$ cat config.mk
export PLATFORM = sky130hd
export DESIGN_NAME = jt12_dac_feeder
export DESIGN_NICKNAME = d
export VERILOG_FILES = /design/src/rtl/jt12_dac_pkg.sv /design/src/rtl/jt12_dac_fifo.sv /design/src/rtl/jt12_dac_feeder.sv
export SDC_FILE = /design/constraint.sdc
export NUM_CORES = 1
export LEC_CHECK = 0
export CAP_MARGIN = 25
export CORE_ASPECT_RATIO = 0.5
export CORE_UTILIZATION = 55
export DETAILED_ROUTE_END_ITERATION = 12
export GPL_ROUTABILITY_DRIVEN = 0
export GPL_TIMING_DRIVEN = 0
export PLACE_DENSITY = 0.74
export SYNTH_ARGS = -nofsm -noshare
export SYNTH_HDL_FRONTEND = slang
export SYNTH_SLANG_ARGS = --single-unit
$ cat constraint.sdc
create_clock -name clk -period 4.7 [get_ports clk]
set_clock_uncertainty 0.2 [all_clocks]
set_input_delay 0.47 -clock clk [delete_from_list [all_inputs] [get_ports clk]]
set_output_delay 0.47 -clock clk [all_outputs]
set_load 0.01 [all_outputs]
$ cat src/rtl/jt12_dac_pkg.sv
`default_nettype none
// ============================================================================
// Module   : jt12_dac_pkg
// Purpose  : Shared definitions for the DAC feeder: the sequencer state
//            encoding and a helper that sizes the interpolation accumulator.
// Ports    : none (package)
// Revision : 1.0 - initial release
// ============================================================================
package jt12_dac_pkg;

   localparam int STATE_W = 3;

   typedef enum logic [STATE_W-1:0] {
      ST_IDLE      = 3'd0,   // no sample played yet, output parked at 0
      ST_RUN       = 3'd1,   // interpolating between cur and tgt
      ST_HOLD      = 3'd2,   // underrun: output frozen at last sample
      ST_MUTE_RAMP = 3'd3,   // ramping last sample down to 0
      ST_MUTED     = 3'd4    // silent, FIFO kept empty
   } dac_state_e;

   // The accumulator carries the sample scaled by 2^step_log2, so it needs
   // step_log2 extra bits above the sample width.
   function automatic int acc_width(input int width, input int step_log2);
      return width + step_log2;
   endfunction

endpackage
`default_nettype wire

$ cat src/rtl/jt12_dac_fifo.sv
`default_nettype none
// ============================================================================
// Module   : jt12_dac_fifo
// Purpose  : Small synchronous FIFO buffering mixer samples ahead of the
//            interpolator. Flush empties it in one cycle and wins over
//            push/pop in the same cycle.
// Ports    : clk, rst        clock, synchronous active-high reset
//            push_i, data_i  write strobe / data (ignored when full)
//            pop_i           read strobe (ignored when empty)
//            flush_i         discard all contents
//            data_o          head entry (valid when !empty_o)
//            level_o         occupancy, 0..2^DEPTH_LOG2
//            full_o, empty_o status flags
// Revision : 1.0 - initial release
// ============================================================================
module jt12_dac_fifo #(
   parameter int WIDTH      = 12,
   parameter int DEPTH_LOG2 = 2
) (
   input  logic                  clk,
   input  logic                  rst,
   input  logic                  push_i,
   input  logic [WIDTH-1:0]      data_i,
   input  logic                  pop_i,
   input  logic                  flush_i,
   output logic [WIDTH-1:0]      data_o,
   output logic [DEPTH_LOG2:0]   level_o,
   output logic                  full_o,
   output logic                  empty_o
);

   localparam int DEPTH = 1 << DEPTH_LOG2;

   logic [WIDTH-1:0]      mem_q [DEPTH];
   logic [DEPTH_LOG2-1:0] wr_ptr_q;
   logic [DEPTH_LOG2-1:0] rd_ptr_q;
   logic [DEPTH_LOG2:0]   level_q;
   logic                  do_push;
   logic                  do_pop;

   // Level only reaches 2^DEPTH_LOG2 when full, so its MSB is the full flag.
   assign full_o  = level_q[DEPTH_LOG2];
   assign empty_o = (level_q == '0);
   assign level_o = level_q;
   assign data_o  = mem_q[rd_ptr_q];

   assign do_push = push_i & ~full_o;
   assign do_pop  = pop_i  & ~empty_o;

   // Storage needs no reset: pointers and level define what is valid.
   always_ff @(posedge clk) begin
      if (do_push) begin
         mem_q[wr_ptr_q] <= data_i;
      end
   end

   always_ff @(posedge clk) begin
      if (rst || flush_i) begin
         wr_ptr_q <= '0;
         rd_ptr_q <= '0;
         level_q  <= '0;
      end else begin
         if (do_push) begin
            wr_ptr_q <= wr_ptr_q + 1'b1;
         end
         if (do_pop) begin
            rd_ptr_q <= rd_ptr_q + 1'b1;
         end
         case ({do_push, do_pop})
            2'b10:   level_q <= level_q + 1'b1;
            2'b01:   level_q <= level_q - 1'b1;
            default: level_q <= level_q;
         endcase
      end
   end

endmodule
`default_nettype wire

$ cat src/rtl/jt12_dac_feeder.sv
`default_nettype none
// ============================================================================
// Module   : jt12_dac_feeder
// Purpose  : Rate adapter in front of the sigma-delta DAC. Buffers low-rate
//            signed samples and emits one linearly interpolated sample per
//            cen tick, holding on underrun and ramping to zero on mute.
// Ports    : clk, rst     clock, synchronous active-high reset
//            cen          DAC-rate tick, interpolator advances only when 1
//            in_valid     sample offered
//            in_data      signed sample
//            in_ready     FIFO can accept (transfer on valid & ready)
//            mute         level request: ramp to zero and flush
//            dac_din      registered interpolated sample to the DAC
//            underrun     one-clk pulse when a segment ends with no data
//            fifo_level   current FIFO occupancy
// Revision : 1.0 - initial release
// ============================================================================
module jt12_dac_feeder
   import jt12_dac_pkg::*;
#(
   parameter int WIDTH      = 12,
   parameter int DEPTH_LOG2 = 2,
   parameter int STEP_LOG2  = 5
) (
   input  logic                    clk,
   input  logic                    rst,
   input  logic                    cen,
   input  logic                    in_valid,
   input  logic signed [WIDTH-1:0] in_data,
   output logic                    in_ready,
   input  logic                    mute,
   output logic signed [WIDTH-1:0] dac_din,
   output logic                    underrun,
   output logic [DEPTH_LOG2:0]     fifo_level
);

   localparam int ACC_W = acc_width(WIDTH, STEP_LOG2);
   localparam int DW    = WIDTH + 1;

   dac_state_e              state_q;
   logic signed [WIDTH-1:0] cur_q;
   logic signed [WIDTH-1:0] tgt_q;
   logic signed [DW-1:0]    delta_q;
   logic signed [ACC_W-1:0] acc_q;
   logic [STEP_LOG2-1:0]    phase_q;
   logic signed [WIDTH-1:0] dac_q;
   logic                    underrun_q;

   logic signed [ACC_W-1:0] acc_d;
   logic [STEP_LOG2-1:0]    phase_d;
   logic                    seg_end;

   logic                    fifo_push;
   logic                    fifo_pop;
   logic                    fifo_flush;
   logic signed [WIDTH-1:0] fifo_dout;
   logic                    fifo_full;
   logic                    fifo_empty;

   // Delta is sign-extended into the accumulator; after 2^STEP_LOG2 adds the
   // accumulator lands exactly on tgt scaled, so segments never drift.
   assign acc_d   = acc_q + ACC_W'(delta_q);
   assign phase_d = phase_q + 1'b1;
   assign seg_end = &phase_q;

   // Readiness depends only on registered state, never on a same-cycle pop.
   assign in_ready  = ~fifo_full && (state_q != ST_MUTE_RAMP) && (state_q != ST_MUTED);
   assign fifo_push = in_valid & in_ready;

   // FIFO pop/flush decisions; these mirror the branch taken in the FSM.
   always_comb begin
      fifo_pop   = 1'b0;
      fifo_flush = 1'b0;
      case (state_q)
         ST_IDLE: begin
            fifo_flush = mute;
            fifo_pop   = cen & ~mute & ~fifo_empty;
         end
         ST_RUN: begin
            if (cen && seg_end) begin
               fifo_flush = mute;
               fifo_pop   = ~mute & ~fifo_empty;
            end
         end
         ST_HOLD: begin
            if (cen) begin
               fifo_flush = mute;
               fifo_pop   = ~mute & ~fifo_empty;
            end
         end
         ST_MUTE_RAMP,
         ST_MUTED: begin
            fifo_flush = 1'b1;
         end
         default: begin
            fifo_flush = 1'b1;
         end
      endcase
   end

   jt12_dac_fifo #(
      .WIDTH      (WIDTH),
      .DEPTH_LOG2 (DEPTH_LOG2)
   ) u_fifo (
      .clk     (clk),
      .rst     (rst),
      .push_i  (fifo_push),
      .data_i  (in_data),
      .pop_i   (fifo_pop),
      .flush_i (fifo_flush),
      .data_o  (fifo_dout),
      .level_o (fifo_level),
      .full_o  (fifo_full),
      .empty_o (fifo_empty)
   );

   always_ff @(posedge clk) begin
      if (rst) begin
         state_q    <= ST_IDLE;
         cur_q      <= '0;
         tgt_q      <= '0;
         delta_q    <= '0;
         acc_q      <= '0;
         phase_q    <= '0;
         dac_q      <= '0;
         underrun_q <= 1'b0;
      end else begin
         underrun_q <= 1'b0;
         case (state_q)
            ST_IDLE: begin
               if (mute) begin
                  state_q <= ST_MUTED;
               end else if (cen && !fifo_empty) begin
                  // First segment starts from silence.
                  tgt_q   <= fifo_dout;
                  delta_q <= DW'(fifo_dout);
                  phase_q <= '0;
                  state_q <= ST_RUN;
               end
            end

            ST_RUN,
            ST_MUTE_RAMP: begin
               if (cen) begin
                  acc_q   <= acc_d;
                  phase_q <= phase_d;
                  dac_q   <= WIDTH'(acc_d >>> STEP_LOG2);
                  if (seg_end) begin
                     cur_q <= tgt_q;
                     if (state_q == ST_MUTE_RAMP) begin
                        delta_q <= '0;
                        state_q <= ST_MUTED;
                     end else if (mute) begin
                        // Mute is only honoured here so the segment completes;
                        // it also suppresses any underrun at this boundary.
                        tgt_q   <= '0;
                        delta_q <= -DW'(tgt_q);
                        state_q <= ST_MUTE_RAMP;
                     end else if (!fifo_empty) begin
                        tgt_q   <= fifo_dout;
                        delta_q <= DW'(fifo_dout) - DW'(tgt_q);
                     end else begin
                        delta_q    <= '0;
                        underrun_q <= 1'b1;
                        state_q    <= ST_HOLD;
                     end
                  end
               end
            end

            ST_HOLD: begin
               if (cen) begin
                  if (mute) begin
                     tgt_q   <= '0;
                     delta_q <= -DW'(cur_q);
                     phase_q <= '0;
                     state_q <= ST_MUTE_RAMP;
                  end else if (!fifo_empty) begin
                     tgt_q   <= fifo_dout;
                     delta_q <= DW'(fifo_dout) - DW'(cur_q);
                     phase_q <= '0;
                     state_q <= ST_RUN;
                  end
               end
            end

            ST_MUTED: begin
               cur_q   <= '0;
               tgt_q   <= '0;
               delta_q <= '0;
               acc_q   <= '0;
               phase_q <= '0;
               dac_q   <= '0;
               if (!mute) begin
                  state_q <= ST_IDLE;
               end
            end

            default: begin
               state_q <= ST_IDLE;
            end
         endcase
      end
   end

   assign dac_din  = dac_q;
   assign underrun = underrun_q;

endmodule
`default_nettype wire
==> results of run 1 <==
## cells by family after synthesis
family | Yosys count
XOR/XNOR | 45
buffers and inverters | 88
AND/OR/NAND/NOR | 269
flip-flops | 120
adder cells (fa/ha/maj) | 53
AO/OA/AOI/OAI | 225
multiplexers | 14
## area by class of cell
cell class / instances / area [sq um]
buffer: 44 / 235
clock buffer: 18 / 429
clock inverter: 14 / 101
fill: 1048 / 4420
inverter: 44 / 165
multi-input combinational: 606 / 4120
sequential: 120 / 2880
tap: 170 / 213
timing repair buffer: 31 / 310
## where the power goes
group	internal (mW)	total, mW	leakage, nW	switching, mW
clock	0.675	1.19	0.262	0.516
combinational	0.670	1.75	1.83	1.08
sequential	1.21	1.32	1.02	0.110
## state kept, by name, summed over array words and instances (netlist names), named ones only
signal           count
u_fifo.wr_ptr_q      2
acc_q               17
delta_q             13
underrun             1
u_fifo.rd_ptr_q      2
cur_q               12
u_fifo.level_o       3
u_fifo.mem_q        48
phase_q              5
tgt_q               12
state_q              3
## metrics by stage
| step | worst slack [ns] | utilization (%) | instances | power, mW |
|---|---|---|---|---|
| 3_5_place_dp | 0.902 | 61.5 | 1015 | 3.02 |
| 4_1_cts | 0.882 | 65.7 | 1047 | 4.22 |
| 2_1_floorplan | 1.32 | - | 814 | 2.58 |
| 5_1_grt | 0.592 | 65.7 | 1047 | 4.49 |
| 6_report | 0.905 | 65.7 | 1047 | 4.27 |
| 3_3_place_gp | 0.907 | 61.5 | 1015 | 2.99 |
## synthesized netlist by cell type (all sizes together), types with 8 or more instances
master   n  share of area [%]
a221oi   8                1.0
and3     9               0.76
o21a    17                1.8
or3      8               0.68
a21o     9               0.91
mux4    12                3.7
ha      49                8.3
nand2   84                4.3
clkbuf  18               0.91
xnor2   30                3.5
dfxtp   72                 19
edfxtp  48                 19
a211oi  11                1.1
nand2b  13                1.1
o21ai   45                3.1
a21oi   72                5.0
inv     44                2.2
nor3    14                1.0
nand3   35                2.4
buf     26                2.3
xor2    15                1.8
nor2    76                3.9
## path summary, 6_finish.rpt
path	depth (start not counted)	to
max	13	delta_q[10]$_SDFFE_PP0P_
min	2	delta_q[3]$_SDFFE_PP0P_
max reg2reg	13	delta_q[10]$_SDFFE_PP0P_
min reg2reg	2	delta_q[3]$_SDFFE_PP0P_
## layout by cell type (no fill, tap or decap), drive strengths merged, types with 5 or more instances in the layout
master	count
inv	46
nand2	84
or3	8
clkdlybuf4s50	31
o21ai	45
nor3	14
nand2b	13
dfxtp	72
o21a	17
a21oi	72
o31ai	6
clkbuf	36
a211oi	11
a31oi	6
o22ai	5
a22o	6
or4	5
nor2b	7
and3	9
buf	26
nor2	76
mux4	12
xor2	15
nand3	35
ha	49
edfxtp	48
a221oi	8
xnor2	30
a21o	9
clkinv	11
a22oi	7
## worst max-delay path: stages (launching register included)
cell	delay [ns]
dfxtp_1	0.40
buf_2	0.36
mux4_2	0.61
inv_1	0.10
ha_1	0.17
inv_1	0.06
fa_1	0.42
a211oi_1	0.32
o21a_1	0.20
o31ai_1	0.11
a21o_1	0.23
xnor2_1	0.13
nor2_1	0.06
o31a_1	0.30
## routing by layer
metal / vias to the layer above / global-route usage [%] / share of wire (%)
li1: 3064 / - / -
met3: 44 / 8.11 / 9.5
met1: 3068 / 38.5 / 44
met5: - / 0 / 0.062
met2: 267 / 44.7 / 44
met4: 2 / 9.09 / 1.7
==> results_dict.tcl, run 1 <==
set metrics [dict create \
    drt_iter0_markers 678 \
    cts.htree.levels 4 \
    wirelength_um 19300 \
    max_cap_viol_count 0 \
    dieArea_sq_um 14000 \
    synth_area_sq_um 7400 \
    hp-start "delta_q[3]$_SDFFE_PP0P_" \
    cts_buffer_depth 2 \
    ir_drop_mv 0.246 \
    rsz0062_at_grt "no" \
    hold_slack_ns 0.268 \
    setup_violations 0 \
    dr.pass1.iters 11 \
    cts-root-buf "clkbuf_16" \
    rows 29 \
    async_reset_ff_share_pct 0 \
    area_growth_pct 14.2 \
    cts_tree "built" \
    min_path_type "flip-flop to flip-flop" \
    synth-simple-area-share_pct 17.0 \
    core-area_sq_um 12900 \
    dpl.hpwl_um 13900 \
    yosysUniqueCellTypes 66 \
    synth_fa_ha_area_share_pct 9.36 \
    synth_compound_area_share_pct 20.0 \
    die_w_um 166 \
    boundaryPins 34 \
    port_buffers 31 \
    wl_per_cell_um 18.4 \
    cp_max_fo 10 \
    ys_warn_count 0 \
    antenna_found_initial 1 \
    run_status "finished, violations left" \
    ys_seq_elements 120 \
    cp-start-kind "flip-flop" \
    p_leak_nw 3.11 \
    grt_pass1_wl_um 31100 \
    violations "design-rule violations" \
    ant_nets 0 \
    critPathKind "flip-flop to flip-flop" \
    post-cts-setup-buffer-count 0 \
    grt_max_degree 17 \
    arrival_ns 3.89 \
    regToRegSetupSlack_ns 0.91 \
    final.setup.tns_ns 0 \
    critPathRequiredTime_ns 4.79 \
    ys_seq_area_share_pct 38.9 \
    nNetsFinal 934 \
    dpl-instance-area_sq_um 7930 \
    synth_nets 884 \
    synth_flop_cell "dfxtp_1" \
    min_period_ns 3.79 \
    cts.sinks 120 \
    num_vias 6445 \
    grt_overflow_total 0 \
    worst_pin_slew_ns 1.09 \
    drc 5 \
    grt_pass1_vias 6149 \
    cp-end-kind "flip-flop" \
    cts_resized 0 \
    relSlewSlack_pct 27.3 \
    initial_core_util_pct 57.5 \
    fmax_mhz 264 \
    syn_inst 814 \
    clk_pin_slew_ns 0.06 \
    synth_edf_count 48 \
    finalMaxSlewViolations 0 \
    hold_violations 0 \
    synthXorXnorAreaFrac_pct 5.32 \
    cts_buffers 17 \
    antenna-diode-count 0 \
    ctsHoldBuffers 0 \
    power_density_nw_per_um2 505 \
    finalCritPeriodShare_pct 80.7 \
    drive_gt1_share_pct 9.12 \
    die_h_um 84.0 \
    grt_util_all_layers_pct 28.7 \
    design_area_sq_um 8460 \
    synth_top_family_by_area "compound AO/OA/AOI/OAI gates" \
    synth.avg_cell_area_sq_um 9.10 \
    via_per_inst 6.16 \
    clkLatencyLatePin_ns 0.41 \
    synthMuxAreaShare_pct 3.92 \
]
No activity file was read; power rests on OpenSTA's default activity.
==> run 2, diff against run 1 <==
- clock period: 4.7 -> 3.9 ns (I/O delays scaled with it)
==> results_dict.tcl, run 2 (synthesis gave the netlist of run 1 again) <==
set metrics [dict create \
    run_status "finished, violations left" \
    violations "design-rule violations" \
    ctsHoldBuffers 0 \
    cpLargestDelayFamily "compound AO/OA/AOI/OAI gates" \
    pwr-share-seq_pct 31.0 \
    cts-root-buf "clkbuf_16" \
    critical_path_buf_inv_count 3 \
    critPathKind "flip-flop to flip-flop" \
    largest_register_ffs 48 \
    rsz0062_at_grt "no" \
    ir_drop_mv 0.298 \
    num_vias 6456 \
    final.fill_count 1049 \
    arrival_ns 3.74 \
    sw_frac_of_total_pct 40.1 \
    initial_core_util_pct 57.5 \
    core-area_sq_um 12900 \
    p_leak_nw 3.12 \
    wirelength_um 19200 \
    fin_total_pwr_mw 5.15 \
    cts_tree "built" \
    setup_violations 0 \
    cts_buffer_depth 2 \
    reg_top3 "u_fifo.mem_q x48, acc_q x17, delta_q x13" \
    via_per_inst 6.17 \
    grt_pass1_vias 6149 \
    mostFrequentLayoutCell "nand2_1" \
    mostFrequentLayoutCells "84 x nand2_1, 76 x nor2_1, 72 x dfxtp_1" \
    power.share.clock_pct 27.9 \
    nNetsFinal 934 \
    worst_pin_slew_ns 1.12 \
    cp-end-kind "flip-flop" \
    relSlewSlack_pct 25.1 \
    min_path_type "flip-flop to flip-flop" \
    fmax_mhz 275 \
    port_buffers 31 \
    clk_pin_slew_ns 0.06 \
    hold_violations 0 \
    internal_power_mw 3.08 \
    cp-start-kind "flip-flop" \
    setup_ws_ns 0.257 \
    boundaryPins 34 \
    final.setup.tns_ns 0 \
    grt_pass1_wl_um 31100 \
    cts.htree.levels 4 \
    max_stage_delay_ns 0.57 \
    die_w_um 166 \
    place_ws_ns 0.102 \
    ant_nets 0 \
    dieArea_sq_um 14000 \
    path_cells "buf_6 > mux4_2 > inv_1 > ha_1 > inv_1 > fa_1 > a21o_1 > and4_1 > o211ai_1 > a21oi_1 > nor3_1 > nor3_1 > o31a_1" \
    finalCritPeriodShare_pct 93.4 \
    slowest_stage "mux4_2" \
    grt_overflow_total 0 \
    antenna-diode-count 0 \
    critPathRequiredTime_ns 4.00 \
    rows 29 \
    finalMaxSlewViolations 0 \
    dpl.hpwl_um 13900 \
    wl_per_cell_um 18.4 \
    largest_register "u_fifo.mem_q" \
    min_period_ns 3.64 \
    max_cap_viol_count 0 \
    dr.pass1.iters 10 \
    cts.sinks 120 \
    drive_gt1_share_pct 9.35 \
    area_growth_pct 14.4 \
    grt_util_all_layers_pct 28.7 \
    power_density_nw_per_um2 608 \
    fin_cells 1047 \
    drt_iter0_markers 638 \
    die_h_um 84.0 \
    dpl-instance-area_sq_um 7930 \
    cts_buffers 17 \
    power.switching_mw 2.06 \
    drc 5 \
    grt_max_degree 17 \
    antenna_found_initial 1 \
    cp_max_fo 10 \
    dp_cells 1015 \
    p_comb_share_pct 41.1 \
    design_area_sq_um 8470 \
    clkLatencyLatePin_ns 0.42 \
]
run 2: cell types whose count changed in the layout (fill, tap and decap cells not counted):
cell / before / now
a211oi_2: 0 / 1
clkbuf_2: 0 / 1
clkbuf_1: 19 / 18
a211oi_1: 11 / 10
buf_2: 8 / 7
buf_6: 1 / 2
run 2: power groups by stage:
| stage | clock [mW] | sequential, mW | combinational, mW |
|---|---|---|---|
| after detailed placement | 0 | 1.61 | 2.02 |
| after CTS | 1.44 | 1.59 | 2.05 |
| after global routing | 1.51 | 1.61 | 2.30 |
| final | 1.44 | 1.59 | 2.12 |
| after floorplan | 0 | 1.57 | 1.54 |
| after global placement | 0 | 1.61 | 1.99 |
run 2: tightest hold or removal path: stages, from the launching register on:
cell and delay (ns):
dfxtp_1 0.31, nand2_1 0.05, a21oi_1 0.05
run 2: per-layer routing:
metal  share of wire (%)  routed length (um)  GRT usage [%]  up-vias
li1                    -                   -              -     3069
met1                  45                8600           38.5     3054
met2                  44                8510           44.7      289
met3                 9.4                1810           8.11       42
met4                 1.6                 299           9.09        2
met5               0.062                  12              0        -
run 2: layout make-up:
class / instances / area [sq um] / share of cell area [%]
tap: 170 / 213 / 2.51
sequential: 120 / 2880 / 34.0
timing repair buffer: 31 / 310 / 3.66
clock inverter: 14 / 101 / 1.20
inverter: 44 / 165 / 1.95
clock buffer: 18 / 429 / 5.07
multi-input combinational: 606 / 4130 / 48.7
buffer: 44 / 243 / 2.87
run 2: repair_timing:
action | 4_1_cts | 5_1_grt
hold endpoints to repair | 0 | 0
setup buffers | 0 | 0
endpoints found under the setup margin | 0 | 4
resized for setup | 0 | 6
run 2: metrics by stage:
stage	hold WS (ns)	utilization [%]
2_1_floorplan	0.236	-
3_3_place_gp	0.261	61.5
3_5_place_dp	0.257	61.5
4_1_cts	0.267	65.7
5_1_grt	0.298	65.8
6_report	0.266	65.8
run 2: final timing paths:
| kind | endpoint | slack [ns] | startpoint | cells past startpoint |
|---|---|---|---|---|
| min reg2reg | delta_q[3]$_SDFFE_PP0P_ | 0.27 | delta_q[3]$_SDFFE_PP0P_ | 2 |
| max | delta_q[10]$_SDFFE_PP0P_ | 0.26 | flip-flop | 13 |
| min | delta_q[3]$_SDFFE_PP0P_ | 0.27 | delta_q[3]$_SDFFE_PP0P_ | 2 |
| max reg2reg | delta_q[10]$_SDFFE_PP0P_ | 0.26 | flip-flop | 13 |
==> run 3, diff against run 2 <==
- SYNTH_HIERARCHICAL: not set -> 1
==> results_dict.tcl, run 3 <==
set metrics [dict create \
    run_status "completed" \
    synth_nets 887 \
    nNetsFinal 938 \
    final.fill_count 1038 \
    drive_gt1_share_pct 8.97 \
    synth.avg_cell_area_sq_um 9.16 \
    critPathKind "flip-flop to flip-flop" \
    synth_largest_area_cell "dfxtp_1" \
    critPathRequiredTime_ns 3.97 \
    rows 29 \
    ys_seq_elements 120 \
    via_per_inst 6.18 \
    finalCritPeriodShare_pct 96.3 \
    synth_area_sq_um 7480 \
    dpl.hpwl_um 14200 \
    synth_compound_area_share_pct 18.7 \
    reg2reg_depth 10 \
    die_w_um 167 \
    grt_overflow_total 0 \
    p_leak_nw 3.19 \
    cts-root-buf "clkbuf_16" \
    hold_violations 0 \
    boundaryPins 34 \
    max_cap_viol_count 0 \
    max_stage_delay_ns 0.64 \
    final.setup.tns_ns 0 \
    mostFrequentLayoutCell "nor2_1" \
    wl_per_cell_um 18.7 \
    num_vias 6500 \
    sw_frac_of_total_pct 39.6 \
    synth_edf_count 48 \
    dr.pass1.iters 6 \
    slowest_stage "mux4_2" \
    cp-end-kind "flip-flop" \
    largest_register "u_fifo/mem_q" \
    grt_max_degree 17 \
    die_h_um 84.5 \
    whs_path_depth 2 \
    critical_path_buf_inv_count 1 \
    wirelength_um 19700 \
    dieArea_sq_um 14100 \
    cts.htree.levels 4 \
    power.share.clock_pct 29.5 \
    min_period_ns 3.76 \
    grt_util_all_layers_pct 29.0 \
    synth_top_family_by_area "compound AO/OA/AOI/OAI gates" \
    fmax_mhz 266 \
    synth_area_leaders "dfxtp_1 19%, edfxtp_1 19%, ha_1 8.2%, a21oi_1 4.6%, xnor2_1 4.2%" \
    ys_warn_count 6 \
    min_path_type "flip-flop to flip-flop" \
    synth_common_cells "78 x nor2_1, 72 x dfxtp_1, 71 x nand2_1" \
    fin_cells 1051 \
    relSlewSlack_pct 47.0 \
    cts_tree "built" \
    synth_most_common_cell "nor2_1" \
    dp_cells 1019 \
    initial_core_util_pct 57.8 \
    drc 0 \
    synthXorXnorAreaFrac_pct 5.27 \
    antenna-diode-count 0 \
    drt_iter0_markers 652 \
    cp-start-kind "flip-flop" \
    antenna_found_initial 0 \
    path_cells "buf_6 > mux4_2 > ha_1 > nor2b_1 > o311a_1 > or3_4 > a31oi_2 > mux2_1 > a211oi_1 > a311oi_1" \
    worst_pin_slew_ns 0.790 \
    synthMuxAreaShare_pct 4.83 \
    design_area_sq_um 8630 \
    dpl-instance-area_sq_um 8020 \
    setup_violations 0 \
    clk_pin_slew_ns 0.06 \
    pwr-share-seq_pct 28.9 \
    synth_flop_cell "dfxtp_1" \
    rsz0062_at_grt "no" \
    cts.sinks 120 \
    port_buffers 32 \
    largest_register_ffs 48 \
    p_comb_share_pct 41.6 \
    reg_top3 "u_fifo/mem_q x48, acc_q x17, delta_q x13" \
    yosysUniqueCellTypes 71 \
    synth-simple-area-share_pct 18.3 \
    core-area_sq_um 13000 \
    power.switching_mw 2.24 \
    cp.depth 10 \
    mostFrequentLayoutCells "78 x nor2_1, 72 x dfxtp_1, 71 x nand2_1" \
    async_reset_ff_share_pct 0 \
    ant_nets 0 \
    synth_fa_ha_area_share_pct 9.26 \
    syn_inst 817 \
    cts_buffers 17 \
    area_growth_pct 15.4 \
    power_density_nw_per_um2 655 \
    post-cts-setup-buffer-count 0 \
    cpLargestDelayFamily "multiplexers" \
    internal_power_mw 3.42 \
    clkLatencyLatePin_ns 0.42 \
    cp_max_fo 10 \
    grt_pass1_wl_um 31600 \
    yosysTopAreaCellShare_pct 19.3 \
    finalMaxSlewViolations 0 \
    cts_buffer_depth 2 \
    arrival_ns 3.83 \
    ys_seq_area_share_pct 38.5 \
    grt_pass1_vias 6150 \
    ir_drop_mv 0.284 \
]
run 3: final cells by class:
class / count / area [sq um] / share of cell area [%]
clock buffer: 18 / 429 / 4.97
clock inverter: 14 / 184 / 2.13
sequential: 120 / 2880 / 33.4
timing repair buffer: 32 / 320 / 3.71
buffer: 44 / 228 / 2.64
multi-input combinational: 612 / 4220 / 48.9
tap: 170 / 213 / 2.46
inverter: 41 / 154 / 1.78
run 3: cell families after synthesis:
group,Yosys count
AND/OR/NAND/NOR,282
AO/OA/AOI/OAI,212
flip-flops,120
buffers and inverters,85
adder cells (fa/ha/maj),53
XOR/XNOR,45
multiplexers,20
run 3: path summary, 6_finish.rpt:
check	startpoint	to	slack (ns)
worst min register to register	cur_q[7]$_SDFFE_PP0P_	cur_q[7]$_SDFFE_PP0P_	0.25
worst min-delay path	cur_q[7]$_SDFFE_PP0P_	cur_q[7]$_SDFFE_PP0P_	0.25
worst max register to register	flip-flop	delta_q[11]$_SDFFE_PP0P_	0.14
worst max-delay path	flip-flop	delta_q[11]$_SDFFE_PP0P_	0.14
run 3: worst reg2reg max path, stage by stage (launching register included):
cell	delay [ns]
dfxtp_1	0.40
buf_6	0.21
mux4_2	0.64
ha_1	0.32
nor2b_1	0.15
o311a_1	0.35
or3_4	0.38
a31oi_2	0.25
mux2_1	0.37
a211oi_1	0.23
a311oi_1	0.11
run 3: what timing repair did:
| action | 4_1_cts | 5_1_grt |
|---|---|---|
| gates resized for setup | 0 | 1 |
| setup endpoints to repair | 0 | 1 |
| hold buffers | 0 | 0 |
run 3: per-layer routing:
metal	track usage (%)	part of all wire, %	up-vias
met4	8.08	1.6	0
met1	39.9	44	3065
met5	0	0	-
li1	-	-	3090
met3	6.27	8.9	42
met2	46.2	45	303
run 3: power by group through the flow:
| stage | combinational (mW) | clock (mW) | sequential (mW) |
|---|---|---|---|
| after floorplan | 1.72 | 0 | 1.60 |
| after global placement | 2.22 | 0 | 1.64 |
| after detailed placement | 2.27 | 0 | 1.65 |
| after CTS | 2.29 | 1.69 | 1.63 |
| after global routing | 2.56 | 1.74 | 1.65 |
| final | 2.36 | 1.67 | 1.63 |
run 3: through the flow:
stage	hold slack, ns	setup WS, ns	utilization, %	total power, mW
6_report	0.250	0.145	66.6	5.66
5_1_grt	0.284	0.0259	66.6	5.96
4_1_cts	0.246	0.129	66.6	5.61
3_5_place_dp	0.244	0.186	61.9	3.93
3_3_place_gp	0.242	0.212	61.9	3.86
2_1_floorplan	0.232	0.521	-	3.32
